File: src/rtl/spi_slave_if.sv
// Bus-side signal bundle of spi_slave: SPI pins, control/status registers and TX/RX data.
interface spi_slave_if #(
  parameter int unsigned DATA = 32
);
  logic            sclk;
  logic            ss;
  logic            mosi;
  logic            miso;
  logic            miso_oe;
  logic [7:0]      SPICR_1;
  logic [DATA-1:0] SWDATA;
  logic            tx_load;
  logic            rx_ack;
  logic [DATA-1:0] SRDATA;
  logic [7:0]      SPISR;
  logic            irq;

  modport slave (
    input  sclk, ss, mosi, SPICR_1, SWDATA, tx_load, rx_ack,
    output miso, miso_oe, SRDATA, SPISR, irq
  );

  modport master (
    output sclk, ss, mosi, SPICR_1, SWDATA, tx_load, rx_ack,
    input  miso, miso_oe, SRDATA, SPISR, irq
  );
endinterface

File: src/rtl/spi_slave.sv
// SPI target oversampled in the PCLK domain: shifts a DATA-bit word in on mosi and out on miso.
// Optional interrupt output enabled by defining SPI_SLAVE_IRQ_EN.
module spi_slave #(
  parameter int unsigned     DATA     = 32,
  parameter logic [DATA-1:0] IDLE_PAT = '0
) (
  input logic        PCLK,
  input logic        PRESETn,
  spi_slave_if.slave bus
);

  localparam int unsigned CntW = $clog2(DATA + 1);

  typedef enum logic [1:0] {StIdle, StLoad, StShift} state_e;

  state_e          state_q, state_d;
  logic [CntW-1:0] cnt_q, cnt_d;
  logic [DATA-1:0] tx_sr_q, tx_sr_d;
  logic [DATA-1:0] rx_sr_q, rx_sr_d;
  logic [DATA-1:0] tx_buf_q, tx_buf_d;
  logic [DATA-1:0] srdata_q, srdata_d;
  logic            miso_q, miso_d;
  logic            sptef_q, sptef_d;
  logic            spif_q, spif_d;
  logic            ovrf_q, ovrf_d;
  logic            abrt_q, abrt_d;
  logic            done_q, done_d;

  logic sclk_meta_q, sclk_q, sclk_prev_q;
  logic ss_meta_q, ss_q;
  logic mosi_meta_q, mosi_q;

  logic spe, cpol, cpha, lsbfe;
  logic sclk_chg, leading, trailing, sample_edge, shift_edge;
  logic [DATA-1:0] load_word;

  assign spe   = bus.SPICR_1[6];
  assign cpol  = bus.SPICR_1[3];
  assign cpha  = bus.SPICR_1[2];
  assign lsbfe = bus.SPICR_1[0];

  // ss resets high so the block comes up deselected.
  always_ff @(posedge PCLK or negedge PRESETn) begin
    if (!PRESETn) begin
      sclk_meta_q <= 1'b0;
      sclk_q      <= 1'b0;
      sclk_prev_q <= 1'b0;
      ss_meta_q   <= 1'b1;
      ss_q        <= 1'b1;
      mosi_meta_q <= 1'b0;
      mosi_q      <= 1'b0;
    end else begin
      sclk_meta_q <= bus.sclk;
      sclk_q      <= sclk_meta_q;
      sclk_prev_q <= sclk_q;
      ss_meta_q   <= bus.ss;
      ss_q        <= ss_meta_q;
      mosi_meta_q <= bus.mosi;
      mosi_q      <= mosi_meta_q;
    end
  end

  assign sclk_chg    = sclk_q != sclk_prev_q;
  assign leading     = sclk_chg && (sclk_prev_q == cpol);
  assign trailing    = sclk_chg && (sclk_q == cpol);
  assign sample_edge = cpha ? trailing : leading;
  assign shift_edge  = cpha ? leading : trailing;
  assign load_word   = sptef_q ? IDLE_PAT : tx_buf_q;

  always_comb begin
    state_d  = state_q;
    cnt_d    = cnt_q;
    tx_sr_d  = tx_sr_q;
    rx_sr_d  = rx_sr_q;
    tx_buf_d = tx_buf_q;
    srdata_d = srdata_q;
    miso_d   = miso_q;
    sptef_d  = sptef_q;
    spif_d   = spif_q;
    ovrf_d   = ovrf_q;
    abrt_d   = abrt_q;
    done_d   = 1'b0;

    unique case (state_q)
      StIdle: begin
        cnt_d  = '0;
        miso_d = 1'b0;
        if (spe && !ss_q) state_d = StLoad;
      end
      StLoad: begin
        tx_sr_d = load_word;
        miso_d  = lsbfe ? load_word[0] : load_word[DATA-1];
        sptef_d = 1'b1;
        cnt_d   = '0;
        state_d = StShift;
      end
      StShift: begin
        if (sample_edge) begin
          rx_sr_d = lsbfe ? {mosi_q, rx_sr_q[DATA-1:1]} : {rx_sr_q[DATA-2:0], mosi_q};
          cnt_d   = cnt_q + CntW'(1);
          if (cnt_q == CntW'(DATA - 1)) begin
            done_d  = 1'b1;
            state_d = StLoad;
          end
        end else if (shift_edge && cnt_q != '0) begin
          // A shift edge before any sample is either the CPHA=1 first edge or the previous
          // word's final CPHA=0 trailing edge; neither may advance the output.
          tx_sr_d = lsbfe ? (tx_sr_q >> 1) : (tx_sr_q << 1);
          miso_d  = lsbfe ? tx_sr_q[1] : tx_sr_q[DATA-2];
        end
      end
      default: state_d = StIdle;
    endcase

    if (bus.rx_ack) begin
      spif_d = 1'b0;
      ovrf_d = 1'b0;
      abrt_d = 1'b0;
    end

    if ((!spe || ss_q) && state_q != StIdle) begin
      state_d = StIdle;
      miso_d  = 1'b0;
      cnt_d   = '0;
      if (cnt_q != '0 && cnt_q < CntW'(DATA)) abrt_d = 1'b1;
    end

    if (done_q) begin
      srdata_d = rx_sr_q;
      spif_d   = 1'b1;
      ovrf_d   = bus.rx_ack ? ovrf_q : (ovrf_q | spif_q);
    end

    if (bus.tx_load) begin
      tx_buf_d = bus.SWDATA;
      sptef_d  = 1'b0;
    end
  end

  always_ff @(posedge PCLK or negedge PRESETn) begin
    if (!PRESETn) begin
      state_q  <= StIdle;
      cnt_q    <= '0;
      tx_sr_q  <= '0;
      rx_sr_q  <= '0;
      tx_buf_q <= IDLE_PAT;
      srdata_q <= '0;
      miso_q   <= 1'b0;
      sptef_q  <= 1'b1;
      spif_q   <= 1'b0;
      ovrf_q   <= 1'b0;
      abrt_q   <= 1'b0;
      done_q   <= 1'b0;
    end else begin
      state_q  <= state_d;
      cnt_q    <= cnt_d;
      tx_sr_q  <= tx_sr_d;
      rx_sr_q  <= rx_sr_d;
      tx_buf_q <= tx_buf_d;
      srdata_q <= srdata_d;
      miso_q   <= miso_d;
      sptef_q  <= sptef_d;
      spif_q   <= spif_d;
      ovrf_q   <= ovrf_d;
      abrt_q   <= abrt_d;
      done_q   <= done_d;
    end
  end

  assign bus.miso    = miso_q;
  assign bus.miso_oe = (state_q != StIdle) && spe;
  assign bus.SRDATA  = srdata_q;
  assign bus.SPISR   = {spif_q, 1'b0, sptef_q, ovrf_q, abrt_q, 3'b000};

`ifdef SPI_SLAVE_IRQ_EN
  logic irq_q;
  logic unused_cr;

  always_ff @(posedge PCLK or negedge PRESETn) begin
    if (!PRESETn) begin
      irq_q <= 1'b0;
    end else begin
      irq_q <= spif_q | ovrf_q | abrt_q | (bus.SPICR_1[5] & sptef_q);
    end
  end

  assign bus.irq   = irq_q;
  assign unused_cr = ^{bus.SPICR_1[7], bus.SPICR_1[4], bus.SPICR_1[1]};
`else
  logic unused_cr;

  assign bus.irq   = 1'b0;
  assign unused_cr = ^{bus.SPICR_1[7], bus.SPICR_1[5], bus.SPICR_1[4], bus.SPICR_1[1]};
`endif

endmodule

File: src/flat_wrapper.sv
// flat-port wrapper written by rule: the top's interface ports become plain ports
module spi_slave_flat 
#(
  parameter int unsigned     DATA     = 32,
  parameter logic [DATA-1:0] IDLE_PAT = '0
)
  (PCLK, PRESETn, bus_sclk, bus_ss, bus_mosi, bus_SPICR_1, bus_SWDATA, bus_tx_load, bus_rx_ack, bus_miso, bus_miso_oe, bus_SRDATA, bus_SPISR, bus_irq);
  spi_slave_if #(.DATA(DATA)) bus_i ();
  input logic PCLK;
  input logic PRESETn;
  input wire logic [$bits(bus_i.sclk)-1:0] bus_sclk;
  input wire logic [$bits(bus_i.ss)-1:0] bus_ss;
  input wire logic [$bits(bus_i.mosi)-1:0] bus_mosi;
  input wire logic [$bits(bus_i.SPICR_1)-1:0] bus_SPICR_1;
  input wire logic [$bits(bus_i.SWDATA)-1:0] bus_SWDATA;
  input wire logic [$bits(bus_i.tx_load)-1:0] bus_tx_load;
  input wire logic [$bits(bus_i.rx_ack)-1:0] bus_rx_ack;
  output wire logic [$bits(bus_i.miso)-1:0] bus_miso;
  output wire logic [$bits(bus_i.miso_oe)-1:0] bus_miso_oe;
  output wire logic [$bits(bus_i.SRDATA)-1:0] bus_SRDATA;
  output wire logic [$bits(bus_i.SPISR)-1:0] bus_SPISR;
  output wire logic [$bits(bus_i.irq)-1:0] bus_irq;
  assign bus_i.sclk = bus_sclk;
  assign bus_i.ss = bus_ss;
  assign bus_i.mosi = bus_mosi;
  assign bus_i.SPICR_1 = bus_SPICR_1;
  assign bus_i.SWDATA = bus_SWDATA;
  assign bus_i.tx_load = bus_tx_load;
  assign bus_i.rx_ack = bus_rx_ack;
  assign bus_miso = bus_i.miso;
  assign bus_miso_oe = bus_i.miso_oe;
  assign bus_SRDATA = bus_i.SRDATA;
  assign bus_SPISR = bus_i.SPISR;
  assign bus_irq = bus_i.irq;
  spi_slave #(.DATA(DATA), .IDLE_PAT(IDLE_PAT)) u_core (.PCLK(PCLK), .PRESETn(PRESETn), .bus(bus_i));
endmodule
File: config.mk
export PLATFORM = sky130hd
export DESIGN_NAME = spi_slave_flat
export DESIGN_NICKNAME = d
export VERILOG_FILES = /design/src/rtl/spi_slave_if.sv /design/src/rtl/spi_slave.sv /design/src/flat_wrapper.sv
export SDC_FILE = /design/constraint.sdc
export NUM_CORES = 1
export LEC_CHECK = 0
export ABC_AREA = 1
export BUFFER_PORTS_ARGS = -buffer_cell sky130_fd_sc_hd__buf_2
export CORE_ASPECT_RATIO = 1.2
export CORE_MARGIN = 2
export CORE_UTILIZATION = 45
export CTS_CLUSTER_SIZE = 10
export DETAILED_ROUTE_END_ITERATION = 8
export PLACE_DENSITY = 0.7
export SLEW_MARGIN = 10
export SYNTH_ARGS = -nofsm -noshare
export SYNTH_HDL_FRONTEND = slang
export SYNTH_SLANG_ARGS = --single-unit
File: constraint.sdc
create_clock -name PCLK -period 1.4 [get_ports PCLK]
set_input_delay 0.14 -clock PCLK [delete_from_list [all_inputs] [get_ports PCLK]]
set_output_delay 0.14 -clock PCLK [all_outputs]
set_load 0.005 [all_outputs]
==> metrics.txt, run 1 <==
layout cell share with drive strength beyond 1 roughly 29%; arrival time at the worst endpoint between 1.5 and 2 ns; grt ovf 0; WHS 0.118 ns; # port buffers 80; CP endpoint kind flip-flop; PnR worst setup slack -0.141 ns; Clk pin slew, worst setup/hold paths 0.06 ns; ranking of synthesized cells by area dfrtp_1, nand2_1, o21ai_0; Antenna Nets Post-Route 0; Commonest cells post-synth nand2_1, dfrtp_1, o21ai_0; vias between 5000 and 6000; status finished with violations; placed cell area 7690 µm²; Avg WL per Cell around 14 µm; Synth Area in XOR/XNOR 0%; Clock Skew a little over 0.008 ns; largest stage delay on the critical path approximately 0.4 ns; Placed Cells ~1000; met2 GRT Util between 30% and 40%; syn avg cell area 8.91 µm²; met1 Use GR 23.3%; final wirelength approximately 16000 µm; CTS root buf clkbuf_16; row cnt 49; register area share after synthesis between 50% and 60%; critical path's slowest cell dfrtp_1; top achievable clock speed approximately 650 MHz; Core ar. roughly 15000 µm²; pwr dens around 1900 nW/µm²; I/O pin count 90; Cell Chain, Critical Path inv_2 > ha_2 > nand4_1 > nand3_4 > nand2_8 > clkbuf_16 > nand3_1 > nand2_1; via/cell ratio around 5; Pre-Repair DR Iteration Count 5; Final Hold Violating Endpoints 0; FFs w/ async S/R, synth 100%; fillers around 1300; Main synth FF type dfrtp_1; DRC 0; maxcap violations 0; chip height about 140 µm; period utilization 110%; RSZ-0062 raised after global routing true; Final nets a little under 1000; first-pass GRT wire length 24900 µm; Iter 0 DRT Violations roughly 360; area leader, netlist dfrtp_1; failing checks negative setup slack; Skew-Pair Late Insertion Delay between 0.4 and 0.5 ns; post-synthesis mux area share 5.25%; maximum VDD drop 1.02 mV; gpl congestion 0.792; sum of negative setup slack -3.79 ns; most common cell in the netlist nand2_1; Top Family by Delay on Critical Path simple AND/OR/NAND/NOR gates; setup slack, reg-to-reg -0.14 ns; Post-Syn Area between 6000 and 7000 µm²; Synth Area in Adders ~1.1%; Pins Over Slew Limit 0; grt met3 use about 4%; Synth Warn # 0; Post-Synth Simple-Gate Area 17.9%; worst hold path class in2reg; initial antenna violation count 0; vias in the first global route 5405; Most Crowded Layer GR met2; main combinational cell family by area after synthesis simple AND/OR/NAND/NOR gates; Syn Inst Count between 700 and 800; worst-path maximum fanout 8; library cells used by synthesis 29; post-synth top area share 53.2%; Post-Layout Cell Count between 1000 and 1500; multi-input logic area 2830 µm²; Compound-Gate Fraction of Synth Area roughly an eighth; critical path class reg2reg; largest net degree at the start of global routing 48; final instance area approximately 9200 µm²; Static Leak between 0.004 and 0.005 µW; Area Overhead vs Synth 34.1%; CTS tree yes; die width 117 µm; ant diodes 0; Initial Util between 40% and 50%; WP data required 1.71 ns; CTS Buf Count 17; final setup vio count 55; fin crit period ~1.5 ns; Die Footprint around 16000 µm²; FF+latch area 3730 µm²; Seq cells post-synth approximately 150; crit path launch type flip-flop; worst slack at placement -0.115 ns; Sink Count 149; CTS H-tree depth 4; EDFF count, synth 0; Total GRT Usage approximately a fifth; DP Wirelength ~9300 µm; Critical path buffers and inverters 2; CTS Buffer Depth 2
[per-layer routing]
layer	vias to the layer above	part of all wire (%)
met1	2763	42
met5	-	0
li1	2822	-
met3	33	4.4
met4	0	2.7
met2	171	51
[what timing repair did]
item                                    4_1_cts  5_1_grt
endpoints found under the hold margin       182        0
cloned                                        1        6
endpoints found under the setup margin       70       75
buffers inserted                              5        7
hold buffers                                 37        0
pin swaps                                     5        9
gates resized for setup                      25       53
[cell type report]
cell class	instances	share of cell area, %
well taps	204	2.77
inverters	84	3.42
flip-flops and latches	149	40.5
multi-input cells	489	30.7
clock buffers	19	4.70
clock inverters	13	1.97
repair buffers	177	15.9
[report_power, final]
part           internal, µW  switching, µW
Combinational          2700           3930
Sequential             5450            584
Clock                  2980           1760
Total                 11100           6280
[worst min-delay path: stages]
cell and delay, ns:
buf_2 0.11, buf_12 0.21, a21oi_1 0.06
[through the flow]
stage | util (%) | total power [µW]
global placement | 51.4 | 11200
global route | 61.6 | 18600
finish | 61.6 | 17400
detailed placement | 51.4 | 11300
CTS | 59.0 | 16500
floorplan | - | 9870
[registers in the layout, indices dropped and copies added (netlist names)]
name	flops
u_core.abrt_q	1
u_core.bus.SRDATA	32
u_core.bus.miso	1
u_core.cnt_q	6
u_core.done_q	1
u_core.mosi_meta_q	1
u_core.mosi_q	1
u_core.ovrf_q	1
u_core.rx_sr_q	32
u_core.sclk_meta_q	1
u_core.sclk_prev_q	1
u_core.sclk_q	1
u_core.spif_q	1
u_core.sptef_q	1
u_core.ss_meta_q	1
u_core.ss_q	1
u_core.state_q	2
u_core.tx_buf_q	32
u_core.tx_sr_q	32
[placed cells by master, fill, tap and decap left out, types with 3 or more instances in the layout]
cell type / synthesis / final
a21oi_1: 4 / 3
buf_12: 0 / 9
buf_2: 16 / 79
buf_4: 14 / 38
buf_6: 4 / 7
bufinv_16: 0 / 4
clkbuf_16: 0 / 21
clkinv_2: 0 / 4
conb_1: 1 / 5
dfrtp_1: 146 / 145
dfstp_2: 3 / 3
dlygate4sd3_1: 0 / 37
ha_4: 0 / 3
inv_1: 82 / 76
inv_2: 2 / 8
mux2_2: 32 / 32
nand2_1: 227 / 223
nand2_2: 4 / 5
nand2_8: 0 / 3
nand3_1: 49 / 26
nand3_2: 0 / 22
nand4_1: 8 / 8
nor2_1: 8 / 5
nor2_2: 1 / 4
o21ai_0: 95 / 86
o21ai_1: 12 / 18
o21ai_2: 0 / 3
o221ai_1: 28 / 23
o221ai_2: 0 / 5
[kinds of logic after synthesis]
group	Yosys count
simple gates	300
buf+inv	138
compound gates	145
mux	32
fa+ha+maj	6
other cells	1
flops	149
[path summary, 6_finish.rpt]
check,start,endpoint,depth (start not counted)
min reg2reg,u_core.sclk_meta_q,u_core.sclk_q,0
min,bus_tx_load,u_core.sptef_q,3
max in group asynchronous,PRESETn,u_core.bus.SRDATA[22],3
max reg2reg,u_core.cnt_q[0],u_core.tx_sr_q[12],8
max,u_core.cnt_q[0],u_core.tx_sr_q[12],8
min in group asynchronous,PRESETn,u_core.rx_sr_q[6],2
No activity file was read; power rests on OpenSTA's default activity.
==> run 2, diff against run 1 <==
--- a/config.mk
+++ b/config.mk
@@ -7,12 +7,14 @@
 export LEC_CHECK = 0
 export ABC_AREA = 1
 export BUFFER_PORTS_ARGS = -buffer_cell sky130_fd_sc_hd__buf_2
+export CELL_PAD_IN_SITES_DETAIL_PLACEMENT = 1
+export CELL_PAD_IN_SITES_GLOBAL_PLACEMENT = 1
 export CORE_ASPECT_RATIO = 1.2
 export CORE_MARGIN = 2
-export CORE_UTILIZATION = 45
+export CORE_UTILIZATION = 40
 export CTS_CLUSTER_SIZE = 10
 export DETAILED_ROUTE_END_ITERATION = 8
-export PLACE_DENSITY = 0.7
+export PLACE_DENSITY = 0.8
 export SLEW_MARGIN = 10
 export SYNTH_ARGS = -nofsm -noshare
 export SYNTH_HDL_FRONTEND = slang
==> metrics.txt, run 2 (synthesis gave the netlist of run 1 again) <==
status finished with violations; failing checks negative setup slack; CTS H-tree depth 4 (unchanged); via/cell ratio 5.22 (+2.3%); crit path launch type flip-flop; Antenna Nets Post-Route 0 (unchanged); PnR worst setup slack -0.139 ns (+0.00176 ns); chip height 148 µm (+5.9%); Die Footprint 18200 µm² (+12%); final wirelength 19800 µm (+25%); maxcap violations 0 (unchanged); WHS 0.197 ns (+0.0787 ns); worst hold path startpoint bus_tx_load; r2r startpoint u_core.state_q[1]; # port buffers 80 (unchanged); CTS root buf clkbuf_16; worst-path maximum fanout 9 (+1); Iter 0 DRT Violations 238 (-34%); worst-margin pin slew 0.529 ns; largest stage delay on the critical path 0.39 ns (about the same); critical path's slowest cell dfrtp_1; Static Leak 0.00441 µW (-1.3%); Final Hold Violating Endpoints 0 (unchanged); initial antenna violation count 1 (+1); fillers 1901 (+52%); critical path class reg2reg; vias 5961 (+3.0%); CP endpoint kind flip-flop; CTS Buf Count 17 (unchanged); logic gate share of total power 38.6% (+0.5 points); clock share of power 26.5% (-0.7 points); Pre-Repair DR Iteration Count 4 (-1); Core ar. 16900 µm² (+13%); layout cell share with drive strength beyond 1 27.1% (-1.5 points); row cnt 52 (+6.1%); vias in the first global route 6353 (+18%); RSZ-0062 raised after global routing true; Final nets 965 (-0.62%); Skew-Pair Late Insertion Delay 0.42 ns (about the same); CTS tree yes; fin crit period 1.54 ns (-0.00176 ns); CTS Buffer Depth 2 (unchanged); gpl congestion 0.828 (+4.6%); WP data required 1.72 ns (about the same); Switching Power 6610 µW (+5.2%); Seq pwr share 34.9% (+0.2 points); met2 GRT Util 39.1% (+6.0 points); I/O pin count 90 (unchanged); setup slack, reg-to-reg -0.14 ns (about the same); DRC 0 (unchanged); final setup vio count 73 (+33%); Initial Util 40.8% (-5.2 points); Cell Chain, Critical Path buf_6 > ha_4 > inv_2 > nor2_4 > buf_4 > clkbuf_16 > o21ai_0; worst hold path class in2reg; worst slack at placement -0.156 ns (-0.0409 ns); Pins Over Slew Limit 0 (unchanged); commonest non-fill, non-tap cell in the layout nand2_1; Post-Layout Cell Count 1142 (+0.62%); Total GRT Usage 21.8% (+2.6 points); largest net degree at the start of global routing 91 (+90%); grt met3 use 3.67% (-0.34 points); most frequent cells in the layout nand2_1, dfrtp_1, o21ai_0; met1 Use GR 25.8% (+2.5 points); first-pass GRT wire length 31400 µm (+26%); pwr dens 1920 nW/µm² (+1.6%); Placed Cells 1057 (+0.96%); arrival time at the worst endpoint 1.86 ns (about the same); CP Launch Point u_core.state_q[1]; DP Wirelength 11000 µm (+18%); top achievable clock speed 650 MHz (+0.11%); maximum VDD drop 0.876 mV (-14%); grt ovf 0 (unchanged); Clk pin slew, worst setup/hold paths 0.06 ns (about the same); Most Crowded Layer GR met2; period utilization 110% (-0.13 points); Avg WL per Cell 17.3 µm (+24%); Clock Skew 0.00785 ns (-0.000245 ns); Area Overhead vs Synth 32.3%; Sw Ratio 37.9% (+1.8 points); Sink Count 149 (unchanged); Internal 10800 µW (-2.5%); slew margin rel. between 60 and 70%; die width 124 µm (+5.9%)
## run 2: final cells by class
cell class | count | area, µm² | area share, %
flip-flops and latches | 149 | 3730 | 41.1
multi-input cells | 489 | 2780 | 30.6
repair buffers | 171 | 1390 | 15.3
clock buffers | 18 | 429 | 4.72
inverters | 84 | 315 | 3.47
well taps | 216 | 270 | 2.97
clock inverters | 14 | 160 | 1.76
diodes | 1 | 2.50 | 0.0275
## run 2: final timing paths
kind / to / cells past startpoint
max in group asynchronous: u_core.rx_sr_q[1] / 3
worst max-delay path: u_core.rx_sr_q[2] / 7
worst min register to register: u_core.mosi_q / 0
min in group asynchronous: u_core.bus.SRDATA[4] / 3
worst max register to register: u_core.rx_sr_q[2] / 7
worst min-delay path: u_core.tx_buf_q[16] / 2
## run 2: per-stage QoR
stage	utilization, %	setup TNS, ns	instance area [µm²]	total power, µW
floorplan	-	-0.0969	6910	9870
finish	53.9	-4.24	9090	17500
global route	53.9	-10.64	9090	18700
global placement	45.5	-2.42	7670	11300
detailed placement	45.5	-4.96	7670	11600
CTS	52.5	-2.33	8840	17200
## run 2: routing by layer
| metal | vias up | wire length (µm) |
|---|---|---|
| li1 | 2788 | - |
| met2 | 131 | 11000 |
| met3 | 37 | 571 |
| met4 | 0 | 493 |
| met1 | 3005 | 7720 |
| met5 | - | 0 |
## run 2: worst max-delay path, delay by kind of cell (launching register included)
kind / cells / cell delay [ns]
compound gates: 1 / 0.21
fa+ha+maj: 1 / 0.19
buf+inv: 4 / 0.59
flops: 1 / 0.39
simple gates: 1 / 0.06
## run 2: power by group through the flow
stage,clock [µW],sequential [µW],combinational [µW]
5_1_grt,4900,6220,7550
2_1_floorplan,0,5950,3910
3_5_place_dp,0,6100,5480
6_report,4620,6100,6730
3_3_place_gp,0,6050,5230
4_1_cts,4710,6050,6470
## run 2: what timing repair did
item,CTS,global route
buffers inserted,4,6
pin swaps,6,20
gates cloned,3,4
setup endpoints to repair,67,75
hold endpoints to repair,182,0
hold buffers,37,0
resized for setup,29,39
